File: config.mk
export PLATFORM = sky130hd
export DESIGN_NAME = program_loader
export DESIGN_NICKNAME = d
export VERILOG_FILES = /design/src/rtl/cpu_pkg.sv /design/src/rtl/pin_sync.sv /design/src/rtl/program_loader.sv
export SDC_FILE = /design/constraint.sdc
export NUM_CORES = 1
export LEC_CHECK = 0
export ABC_AREA = 1
export BUFFER_PORTS_ARGS = -buffer_cell sky130_fd_sc_hd__buf_4
export CELL_PAD_IN_SITES_DETAIL_PLACEMENT = 1
export CELL_PAD_IN_SITES_GLOBAL_PLACEMENT = 1
export CORE_ASPECT_RATIO = 1.75
export CORE_MARGIN = 2
export CORE_UTILIZATION = 43
export CTS_BUF_LIST = sky130_fd_sc_hd__clkbuf_2 sky130_fd_sc_hd__clkbuf_4 sky130_fd_sc_hd__clkbuf_8
export DETAILED_ROUTE_END_ITERATION = 12
export PLACE_DENSITY_LB_ADDON = 0.1
export REMOVE_ABC_BUFFERS = 1
export SYNTH_ARGS = -nofsm -noshare
export SYNTH_HDL_FRONTEND = slang
export SYNTH_HIERARCHICAL = 1
export SYNTH_SLANG_ARGS = --single-unit
File: constraint.sdc
create_clock -name clk -period 3.6 [get_ports clk]
set_clock_uncertainty 0.05 [all_clocks]
set_input_delay 0 -clock clk [delete_from_list [all_inputs] [get_ports clk]]
set_output_delay 0 -clock clk [all_outputs]
set_load 0.02 [all_outputs]
File: src/rtl/cpu_pkg.sv
// Shared definitions for the 8-bit CPU: program-loader state encoding, RAM size
// and the bit positions of the active-low control strobes.
package cpu_pkg;

  localparam int unsigned RAM_BYTES = 16;

  // Active-low control strobe positions, shared with the control block.
  localparam int unsigned CTRL_NLMA = 0;
  localparam int unsigned CTRL_NLMD = 1;
  localparam int unsigned CTRL_NLR  = 2;
  localparam int unsigned CTRL_W    = 3;

  typedef enum logic [2:0] {
    LD_IDLE,
    LD_WAIT_BYTE,
    LD_LOAD_ADDR,
    LD_LOAD_DATA,
    LD_WRITE,
    LD_DONE
  } loader_state_t;

  // States in which the loader owns the shared bus.
  function automatic logic drives_bus(input loader_state_t s);
    return (s == LD_LOAD_ADDR) || (s == LD_LOAD_DATA);
  endfunction

endpackage

File: src/rtl/pin_sync.sv
// Multi-stage synchroniser for an asynchronous pin, with a registered-history
// rising-edge indication on the synchronised value.
module pin_sync #(
  parameter int unsigned STAGES = 2
) (
  input  logic clk,
  input  logic rst_n,
  input  logic din,
  output logic sync,
  output logic rise
);

  logic [STAGES-1:0] chain;
  logic              prev;

  always_ff @(posedge clk or negedge rst_n) begin
    if (!rst_n) begin
      chain <= '0;
      prev  <= 1'b0;
    end else begin
      chain[0] <= din;
      for (int unsigned i = 1; i < STAGES; i++) begin
        chain[i] <= chain[i-1];
      end
      prev <= chain[STAGES-1];
    end
  end

  assign sync = chain[STAGES-1];
  assign rise = sync & ~prev;

endmodule

File: src/rtl/program_loader.sv
// Host program-load stage: takes strobed bytes from the pins and writes them
// sequentially into RAM through the MAR/RAM strobes, holding the CPU meanwhile.
module program_loader
  import cpu_pkg::*;
#(
  parameter int unsigned NUM_BYTES   = RAM_BYTES,
  parameter int unsigned ADDR_W      = $clog2(NUM_BYTES),
  parameter int unsigned SYNC_STAGES = 2
) (
  input  logic       clk,
  input  logic       rst_n,
  input  logic       programming,
  input  logic       byte_strobe,
  input  logic [7:0] data_in,
  output logic       ready,
  output logic       done_load,
  output logic [7:0] bus_out,
  output logic       bus_oe,
  output logic       n_load_addr,
  output logic       n_load_data,
  output logic       n_ram_load,
  output logic       cpu_hold
);

  localparam logic [ADDR_W-1:0] LAST_ADDR = ADDR_W'(NUM_BYTES - 1);

  loader_state_t     state, state_nx;
  logic [ADDR_W-1:0] addr, addr_nx;
  logic [7:0]        hold, hold_nx;
  logic [CTRL_W-1:0] ctrl_n;

  logic prog_sync, prog_rise_unused;
  logic strobe_sync_unused, strobe_rise;

  pin_sync #(.STAGES(SYNC_STAGES)) u_prog_sync (
    .clk   (clk),
    .rst_n (rst_n),
    .din   (programming),
    .sync  (prog_sync),
    .rise  (prog_rise_unused)
  );

  pin_sync #(.STAGES(SYNC_STAGES)) u_strobe_sync (
    .clk   (clk),
    .rst_n (rst_n),
    .din   (byte_strobe),
    .sync  (strobe_sync_unused),
    .rise  (strobe_rise)
  );

  always_ff @(posedge clk or negedge rst_n) begin
    if (!rst_n) begin
      state <= LD_IDLE;
      addr  <= '0;
      hold  <= '0;
    end else begin
      state <= state_nx;
      addr  <= addr_nx;
      hold  <= hold_nx;
    end
  end

  always_comb begin
    state_nx = state;
    addr_nx  = addr;
    hold_nx  = hold;
    // Losing the host request overrides every other transition, including DONE exit.
    if (state != LD_IDLE && !prog_sync) begin
      state_nx = LD_IDLE;
      addr_nx  = '0;
    end else begin
      case (state)
        LD_IDLE: begin
          addr_nx = '0;
          if (prog_sync) state_nx = LD_WAIT_BYTE;
        end
        LD_WAIT_BYTE: begin
          if (strobe_rise) begin
            hold_nx  = data_in;
            state_nx = LD_LOAD_ADDR;
          end
        end
        LD_LOAD_ADDR: state_nx = LD_LOAD_DATA;
        LD_LOAD_DATA: state_nx = LD_WRITE;
        LD_WRITE: begin
          if (addr == LAST_ADDR) begin
            state_nx = LD_DONE;
          end else begin
            addr_nx  = addr + 1'b1;
            state_nx = LD_WAIT_BYTE;
          end
        end
        LD_DONE: state_nx = LD_DONE;
        default: begin
          state_nx = LD_IDLE;
          addr_nx  = '0;
        end
      endcase
    end
  end

  always_comb begin
    ctrl_n    = '1;
    bus_out   = '0;
    bus_oe    = drives_bus(state);
    ready     = (state == LD_WAIT_BYTE);
    done_load = (state == LD_DONE);
    cpu_hold  = (state != LD_IDLE);
    case (state)
      LD_LOAD_ADDR: begin
        bus_out           = 8'(addr);
        ctrl_n[CTRL_NLMA] = 1'b0;
      end
      LD_LOAD_DATA: begin
        bus_out           = hold;
        ctrl_n[CTRL_NLMD] = 1'b0;
      end
      LD_WRITE: ctrl_n[CTRL_NLR] = 1'b0;
      default: ;
    endcase
  end

  assign n_load_addr = ctrl_n[CTRL_NLMA];
  assign n_load_data = ctrl_n[CTRL_NLMD];
  assign n_ram_load  = ctrl_n[CTRL_NLR];

endmodule

=== Word level (Yosys, flattened, before mapping) ===
Index checks and enable logic that the tools add are counted.

* $add $sub $neg: 1
* Equality and inequality tests: 10
* Mux-type cells: 12
* Bitwise operators: 3
* Reductions and logical operators: 9

{| class="wikitable"
|+ Operators by type and width
! operator !! count
|-
| 3-bit case mux with 6 select lines || 1
|-
| 8-bit case mux with 2 select lines || 1
|-
| 3-bit two-way mux || 4
|-
| 4-bit two-way mux || 2
|-
| 4-bit case mux with 2 select lines || 1
|-
| 3-bit by 2-bit equality test with 1-bit output, second input constant || 2
|-
| 3-bit equality test, second input constant || 2
|-
| 4-bit by 1-bit adder with 4-bit output, second input constant || 1
|-
| 4-bit equality test, second input constant || 1
|-
| 2-bit AND reduction || 2
|-
| 4-bit OR reduction || 1
|-
| 3-bit by 1-bit equality test with 1-bit output, second input constant || 1
|-
| 3-bit zero test || 1
|-
| 1-bit two-way mux || 3
|-
| 3-bit by 1-bit inequality test with 1-bit output, second input constant || 1
|-
| 3-bit by 2-bit inequality test with 1-bit output, second input constant || 1
|-
| 3-bit inequality test, second input constant || 1
|-
| 3-bit AND reduction || 1
|-
| 3-bit nonzero test || 1
|-
| 2-bit by 1-bit inequality test with 1-bit output, second input constant || 1
|-
| 1-bit NOT || 2
|-
| 1-bit bitwise AND || 1
|-
| 1-bit logical AND || 1
|-
| 1-bit zero test || 1
|-
| 1-bit logical OR || 1
|}

* Register bits: 20
* Word-level logic and storage cells: 41

=== Longest topological paths before layout ===
* Word-level depth: 5
* Depth in mapped cells: 8
* Gate-level depth less buffers: 7

=== Cells and area by module ===
Netlist, hierarchy kept.

{| class="wikitable"
|+ By module, submodules not included
! module !! times used !! cells each !! area an instance (um^2) !! seq. area each (um^2)
|-
| program_loader || 1 || 130 || 984.7 || 375.4
|-
| pin_sync || 2 || 5 || 85.1 || 75.1
|}

=== Worst setup path before layout ===
Ideal clock, no wire load.

* Path type: reg2out
* Start: reg state[2]
* End: out bus_out[3]
* Data arrival time: 1.415 ns
* Path slack: 2.135 ns
* Cell stages (with the launch flop): 7
* Buffers on the path: 1
* Cells stage by stage: dfrtp_1 buf_4 inv_2 nand2_2 inv_4 nand2_2 o21ai_0

* Word-level cells in the longest chain between the ends: 2
* Elaborated cells on any way between the ends: 3
* Classes of those cells: eq/ne (2); mux (1)

{| class="wikitable"
|+ Ends and longest elaborated chain
! what !! RTL line !! source
|-
| from (decl) || program_loader.sv:27 || <nowiki>loader_state_t state, state_nx;</nowiki>
|-
| from (signal assigned) || program_loader.sv:57 || <nowiki>state <= state_nx;</nowiki>
|-
| 3-bit by 2-bit equality test with 1-bit output || program_loader.sv:109 || <nowiki>case (state)</nowiki>
|-
| 8-bit case mux with 2 select lines * || program_loader.sv:109 ||
|-
| to (decl) || program_loader.sv:17 || <nowiki>output logic [7:0] bus_out,</nowiki>
|}

Mark *: on every way between the ends. The rest lies on a longest branch, timed or not.

=== Worst setup path in the final report ===
* Start: reg state[2]
* End: out bus_out[6]

Same word-level chain as after synthesis.

==> results.sh <==
export IMPL_slew_headroom_pct=65.26
export IMPL_drv_cap=0
export IMPL_cp_data_required_time_ns=3.55
export IMPL_antenna_found_initial=0
export IMPL_dieArea_sq_um=3045
export IMPL_min_period_over_period_pct=45.53
export IMPL_worstPathArrival_ns=1.59
export IMPL_diodes=0
export IMPL_grt_pass1_vias=1168
export IMPL_worst_hold_path_type="input pin to async pin"
export IMPL_crit_family="flip-flops"
export IMPL_power_leakage_nw=0.8156
export IMPL_drt_pass1_iterations=4
export IMPL_ir_worst_vdd_mv=0.4396
export IMPL_drt_wl_total_microns=2984
export IMPL_cp_end_kind="output pin"
export IMPL_cpMostUsedCell="nand2_2"
export IMPL_worstPathCellList="inv_2 -> nand2_2 -> inv_4 -> nand2_2 -> nor2_1 -> buf_4"
export IMPL_die_width_microns=42.58
export IMPL_power_density_nw_per_um2=710.5
export IMPL_timing_setup_tns_ns=0
export IMPL_worst_pin_slew_ns=0.5210
export IMPL_vias_per_cell=5.290
export IMPL_track_usage_pct=23.58
export IMPL_cts_tree="yes"
export IMPL_drt_wirelength_per_cell_microns=14.92
export IMPL_clk_pin_slew_worst_paths_ns=0.08
export IMPL_place_inst=185
export IMPL_dp_hpwl_microns=2241
export IMPL_utilization_pct=59.99
export IMPL_rsz0062_at_grt="false"
export IMPL_grt_max_degree=21
export IMPL_io_buffers=26
export IMPL_drt_antenna_violating_nets=0
export IMPL_core_sq_um=2492
export IMPL_hold_viol_final=0
export IMPL_layout_drive_gt1_share_pct=27.01
export IMPL_final_common_cell="nand2_1"
export IMPL_placedInstanceArea_sq_um=1314
export IMPL_dr_total_vias=1058
export IMPL_drt_met1_wl_microns=1089
export IMPL_path_class="flip-flop to output pin"
export IMPL_timing_fmax_ghz=0.6101
export IMPL_timing_final_ws_setup_ns=1.961
export IMPL_ios=27
export IMPL_status="finished, final reports clean"
export IMPL_drc=0
export IMPL_start_util_pct=44.93
export IMPL_post_cts_resized=0
export IMPL_dieHeight_microns=71.51
export IMPL_met3_length_microns=82
export IMPL_highest_layer="met4"
export IMPL_area_growth_pct=33.52
export IMPL_cts_buffers=3
export IMPL_insertion_delay_ns=0.27
export IMPL_critPathLaunchType="flip-flop"
export IMPL_cts_root_buf="clkbuf_8"
export IMPL_final_cell_mix="nand2_1 (37), nand3_1 (27), buf_4 (26), dfrtp_1 (20), inv_1 (13)"
export IMPL_drt_iter0_markers=13
export IMPL_nets=188
export IMPL_final_cells=200
export IMPL_synth_area_per_cell_sq_um=8.174
export IMPL_fin_area_sq_um=1495
export IMPL_max_stage_delay_ns=0.51
export IMPL_p_total_mw=1.062
export IMPL_timing_critical_path_buf_inv=3
export IMPL_crit_slowest_cell="dfrtp_1"
export IMPL_clkSinkCount=20
export IMPL_period_minus_slack_ns=1.639
export IMPL_synth_warnings=6
export IMPL_drv_slew=0
export IMPL_synth_area_sq_um=1120
export IMPL_clock_path_buffers=2
export IMPL_gp_congestion=0.7526
export IMPL_htree_levels=1
export IMPL_final_setup_viol_count=0
export IMPL_pre_cts_slack_ns=2.050
export IMPL_whs_ns=0.09036
export IMPL_grt_pass1_wl_microns=5299
export IMPL_rows=24
export IMPL_worst_path_max_fanout=10
export IMPL_wl_met2_microns=1740
export IMPL_grt_ovfl_total=0
export IMPL_cts_setup_buffers=0
export IMPL_netlist_instances=137
## flip-flops by register name, indices dropped and copies added, names as in the netlist
| name | cells |
|---|---|
| hold | 8 |
| addr | 4 |
| state | 3 |
| u_prog_sync/chain | 2 |
| u_strobe_sync/chain | 2 |
| u_strobe_sync/prev | 1 |
## timing repair
action | in CTS | in global routing
hold buffers | 11 | 0
endpoints found under the setup margin | 0 | 0
hold endpoints to repair | 30 | 0
## worst paths after layout
| check | cells after the start | endpoint | from | slack (ns) |
|---|---|---|---|---|
| min in group clk | 0 | u_prog_sync/chain[1] | u_prog_sync/chain[0] | 0.30 |
| hold reg to reg | 0 | u_prog_sync/chain[1] | u_prog_sync/chain[0] | 0.30 |
| max in group asynchronous | 2 | addr[1] | rst_n | 3.19 |
| setup reg to reg | 7 | hold[0] | state[0] | 2.02 |
| hold / removal | 2 | addr[3] | rst_n | 0.09 |
| setup / recovery | 6 | bus_out[6] | state[2] | 1.96 |
## where the power goes
| part | switching [mW] | internal [mW] |
|---|---|---|
| logic | 0.308 | 0.166 |
| clock network | 0.0790 | 0.149 |
| registers | 0.0748 | 0.285 |
## layer usage
metal | vias to the layer above | GRT usage (%)
met4 | 0 | 10.76
met1 | 516 | 22.85
li1 | 513 | -
met5 | - | 0
met2 | 22 | 45.98
met3 | 7 | 4.282
## area by class of cell
class	instances	area, sq um
tap	26	32.53
fill	310	997.2
sequential	20	500.5
timing repair buffer	37	305.3
clock buffer	3	41.29
clock inverter	1	30.03
inverter	17	68.82
multi-input combinational	96	516.7
(Power assumes the default switching activity.)
